==> src/rtl/serial_add_ctrl_pkg.sv <==
// Shared definitions for the bit-serial add controller: FSM states, default width
// and the bit-counter sizing helper.
package serial_add_ctrl_pkg;

    localparam int unsigned DEFAULT_WIDTH = 2;

    typedef enum logic [1:0] {
        ST_IDLE = 2'd0,
        ST_ADD  = 2'd1,
        ST_DONE = 2'd2
    } state_t;

    // Bit counter must hold WIDTH-1 and is never narrower than one bit.
    function automatic int unsigned cnt_width(input int unsigned w);
        return (w > 1) ? int'($clog2(w)) : 1;
    endfunction

endpackage

==> src/rtl/serial_add_ctrl_fulladder.sv <==
// Single-bit full adder shared by the serial datapath.
module serial_add_ctrl_fulladder (
    input  logic a,
    input  logic b,
    input  logic c_in,
    output logic sum_c,
    output logic c_out_c
);

    assign sum_c   = a ^ b ^ c_in;
    assign c_out_c = (a & b) | (a & c_in) | (b & c_in);

endmodule

==> src/rtl/serial_add_ctrl.sv <==
// Bit-serial add controller: adds two WIDTH-bit operands LSB first through one shared
// full adder, with a start/busy/done handshake and a held result for display.
module serial_add_ctrl
    import serial_add_ctrl_pkg::*;
#(
    parameter int unsigned WIDTH = DEFAULT_WIDTH
) (
    input  logic             clk,
    input  logic             rst,
    input  logic             start,
    input  logic [WIDTH-1:0] a,
    input  logic [WIDTH-1:0] b,
    output logic             busy,
    output logic             done,
    output logic [WIDTH-1:0] sum,
    output logic             cout
);

    localparam int unsigned CNT_W = cnt_width(WIDTH);
    localparam logic [CNT_W-1:0] CNT_LAST = CNT_W'(WIDTH - 1);

    state_t           state, state_n;
    logic             start_q;
    logic [WIDTH-1:0] a_sr, a_sr_n;
    logic [WIDTH-1:0] b_sr, b_sr_n;
    logic [WIDTH-1:0] sum_sr, sum_sr_n;
    logic             carry, carry_n;
    logic [CNT_W-1:0] cnt, cnt_n;
    logic [WIDTH-1:0] sum_n;
    logic             cout_n;
    logic             busy_n, done_n;
    logic             launch_c;
    logic             fa_sum_c, fa_cout_c;

    assign launch_c = start & ~start_q;

    serial_add_ctrl_fulladder u_fa (
        .a      (a_sr[0]),
        .b      (b_sr[0]),
        .c_in   (carry),
        .sum_c  (fa_sum_c),
        .c_out_c(fa_cout_c)
    );

    // State and datapath registers; start_q resets high so a held start cannot launch.
    always_ff @(posedge clk or posedge rst) begin
        if (rst) begin
            state   <= ST_IDLE;
            start_q <= 1'b1;
            a_sr    <= '0;
            b_sr    <= '0;
            sum_sr  <= '0;
            carry   <= 1'b0;
            cnt     <= '0;
            sum     <= '0;
            cout    <= 1'b0;
            busy    <= 1'b0;
            done    <= 1'b0;
        end else begin
            state   <= state_n;
            start_q <= start;
            a_sr    <= a_sr_n;
            b_sr    <= b_sr_n;
            sum_sr  <= sum_sr_n;
            carry   <= carry_n;
            cnt     <= cnt_n;
            sum     <= sum_n;
            cout    <= cout_n;
            busy    <= busy_n;
            done    <= done_n;
        end
    end

    // Next-state and datapath update; busy/done are registered decodes of the next state.
    always_comb begin
        state_n  = state;
        a_sr_n   = a_sr;
        b_sr_n   = b_sr;
        sum_sr_n = sum_sr;
        carry_n  = carry;
        cnt_n    = cnt;
        sum_n    = sum;
        cout_n   = cout;

        case (state)
            ST_IDLE: begin
                if (launch_c) begin
                    a_sr_n  = a;
                    b_sr_n  = b;
                    carry_n = 1'b0;
                    cnt_n   = '0;
                    state_n = ST_ADD;
                end
            end
            ST_ADD: begin
                sum_sr_n = (sum_sr >> 1) | (WIDTH'(fa_sum_c) << (WIDTH - 1));
                a_sr_n   = a_sr >> 1;
                b_sr_n   = b_sr >> 1;
                carry_n  = fa_cout_c;
                cnt_n    = cnt + CNT_W'(1);
                if (cnt == CNT_LAST) begin
                    sum_n   = sum_sr_n;
                    cout_n  = fa_cout_c;
                    state_n = ST_DONE;
                end
            end
            ST_DONE: begin
                state_n = ST_IDLE;
            end
            default: begin
                state_n = ST_IDLE;
            end
        endcase

        busy_n = (state_n == ST_ADD);
        done_n = (state_n == ST_DONE);
    end

endmodule

==> config.mk <==
export PLATFORM = sky130hd
export DESIGN_NAME = serial_add_ctrl
export DESIGN_NICKNAME = d
export VERILOG_FILES = /design/src/rtl/serial_add_ctrl_pkg.sv /design/src/rtl/serial_add_ctrl_fulladder.sv /design/src/rtl/serial_add_ctrl.sv
export SDC_FILE = /design/constraint.sdc
export NUM_CORES = 1
export LEC_CHECK = 0
export ABC_AREA = 1
export CAP_MARGIN = 0
export CORE_AREA = 8 8 45 47
export DETAILED_ROUTE_END_ITERATION = 12
export DIE_AREA = 0 0 53 55
export DONT_BUFFER_PORTS = 1
export MAX_ROUTING_LAYER = met4
export SLEW_MARGIN = 20
export SYNTH_ARGS = -nofsm -noshare
export SYNTH_HDL_FRONTEND = slang
export SYNTH_SLANG_ARGS = --single-unit
export TNS_END_PERCENT = 100
==> constraint.sdc <==
create_clock -name clk -period 1.1 [get_ports clk]
set_input_delay 0.11 -clock clk [delete_from_list [all_inputs] [get_ports clk]]
set_output_delay 0.11 -clock clk [all_outputs]
set_load 0.005 [all_outputs]
==> reports/metrics.cfg <==
[worst_setup_path]
crit_type = reg2reg
crit_arrival_ns = 1.39
crit_fanout = 2
critical_path.cell_chain = fa_2, inv_2, o21ai_2
cp_slowest_stage_delay_ns = 0.57
worstSetupEndpointType = flip-flop
startpoint_type = flip-flop
cp_slowest_cell = fa_2
crit_required_ns = 1.31

[layout]
area_growth_syn_to_layout_pct = 19.8
instances_no_fill = 92
finish.instance_area_um2 = 758
fin_nets = 85
n_antenna_cell = 0
final_layout_size_suffix_gt1_share_pct = 23.7

[clocking]
cts_tree = built
clockBufferDepth = 2
root_buffer = clkbuf_4
cts.clk_slew.worst_paths_ns = 0.08
cts_buffers = 3
cts_max_level = 1
clock_latency_ns = 0.28
clock-sinks = 15

[timing]
skew_ns = 0.00262
setup_slack_ns = -0.0811
rsz0062_at_grt = yes
relSlewSlack_pct = 62.0
clock.fmax_mhz = 847
tightest_slew_ns = 0.569
post-route-min-period_ns = 1.18
setup_viol = 2
final_max_slew_viol_count = 0
hold_viol = 0
period_share_pct = 107
fin_tns_setup_ns = -0.161

[global_route]
antenna_found_initial = 0
grt_pass1_wl_mm = 2.09
overflow = 0
grt_max_degree = 16
first_global_vias = 499
track_usage_pct = 10.3

[power_and_ir_drop]
vdd_drop_max_uv = 1310
pwr-share-comb_pct = 39.7
clock_power_share_pct = 15.0
p_seq_share_pct = 45.3
p_leak_nw = 0.401
power_mw = 2.05
power_density_nw_per_um2 = 2700
swShare_pct = 40.2
p_int_mw = 1.23
p_sw_uw = 825

[yosys]
synthMostInstantiatedCell = nand2_1
ys_warn_count = 0
synth.distinct_cells = 17
synth.avg_cell_area_um2 = 9.59
async_flop_share_pct = 100
synth_top_flop_cell = dfrtp_1
synth_top_area_share_pct = 55.3
syn_area_um2 = 633
synth.yosys.seq_area_share_pct = 59.5
synth_nets = 74
synth_common_cells = 22 x nand2_1, 14 x dfrtp_1, 9 x nand3_1
synth-edff-count = 0
synth_top_area_cell = dfrtp_1
synth-seq-cells = 15
synthCells = 66
synth_area_leaders = dfrtp_1 55%, nand2_1 13%, nand3_1 7.1%, dfstp_2 4.2%, fa_1 3.2%

[placed_design]
place_hpwl_um = 877
io_buffers = 0
gp_congestion = 0.775
dpl_worst_slack_ns = -0.0620
placed_area_um2 = 657
placedCellCount = 83

[outcome]
status = finished, violations left
violations = negative setup slack

[routing]
drt_iter0_drc = 12
ant_nets = 0
via_per_inst = 5.18
drcViolationCount = 0
dr.pass1.iters = 4
drt_wl_total_mm = 1.28
vias = 477
wl_per_cell_um = 13.9

[die]
core_um2 = 1380
ioPinCount = 12
start_util_pct = 45.8
die_height_um = 55
fp.dieW_um = 53
dieArea_um2 = 2920
core.rowCount = 14

[min_path]
worstHoldPathType = in2reg

[job]
drv_cap = 0

metal layers:
metal | GRT usage, % | vias to the layer above | share of wire (%)
li1 | - | 234 | -
met1 | 10.9 | 226 | 44
met2 | 16.2 | 13 | 49
met3 | 3.48 | 4 | 4.0
met4 | 6.47 | 0 | 2.0
met5 | - | - | 0
final cells by class:
cell class | count | area [µm²]
fillers | 126 | 626
flip-flops and latches | 15 | 377
multi-input cells | 43 | 245
repair buffers | 7 | 62.6
inverters | 7 | 27.5
clock buffers | 4 | 26.3
well taps | 16 | 20.0
stage by stage:
stage,hold WS (ns),utilization (%)
floorplan,0.0108,-
global placement,0.0763,47.5
detailed placement,0.0827,47.5
CTS,0.0233,52.3
global route,0.0223,54.8
finish,0.0319,54.8
registers in the layout (all words and copies together) (netlist names):
name,count
done,1
busy,1
sum,2
carry,1
start_q,1
cout,1
b_sr,2
a_sr,2
cnt,1
state,2
sum_sr,1
critical path, delay by kind of cell, from the launching register on:
kind | cells | cell delay, ns
flops | 1 | 0.41
buf+inv | 1 | 0.04
fa+ha+maj | 1 | 0.57
compound gates | 1 | 0.09
cell families (layout without fill, tap and decap cells):
group,Yosys count,in the layout,share of synthesized area (%)
flip-flops,15,15,59.5
adder cells (fa/ha/maj),1,1,3.16
AND/OR/NAND/NOR,38,38,28.1
AO/OA/AOI/OAI,4,4,3.16
buffers and inverters,8,18,6.13
worst paths after layout:
kind	start	to	slack (ns)	cells after the start
max	carry	sum_sr[1]	-0.08	3
min	b[0]	b_sr[0]	0.03	4
max reg2reg	carry	sum_sr[1]	-0.08	3
min reg2reg	sum_sr[1]	sum[0]	0.49	2
max in group asynchronous	rst	start_q	0.41	2
min in group asynchronous	rst	sum[1]	0.32	2
repair_timing:
item	4_1_cts	5_1_grt
hold endpoints to repair	17	0
endpoints found under the setup margin	3	6
setup buffers	0	1
hold buffers	4	0
pin swaps	0	1
gates resized for setup	0	7
power by group through the flow:
stage,logic [mW],registers [mW],clock network (mW)
floorplan,0.546,0.905,0
global placement,0.641,0.930,0
detailed placement,0.674,0.941,0
CTS,0.690,0.930,0.320
global route,0.938,0.957,0.348
finish,0.815,0.929,0.307
layout by cell type, fill, tap and decap left out, drive strengths merged:
cell type     n
nand2        24
dfrtp        14
nand3        10
inv           6
dlygate4sd3   4
clkbuf        4
buf           3
o21ai         2
a21oi         2
nand4         2
clkinv        1
or2           1
nor2          1
fa            1
dfstp         1
No activity file was read; power rests on OpenSTA's default activity.
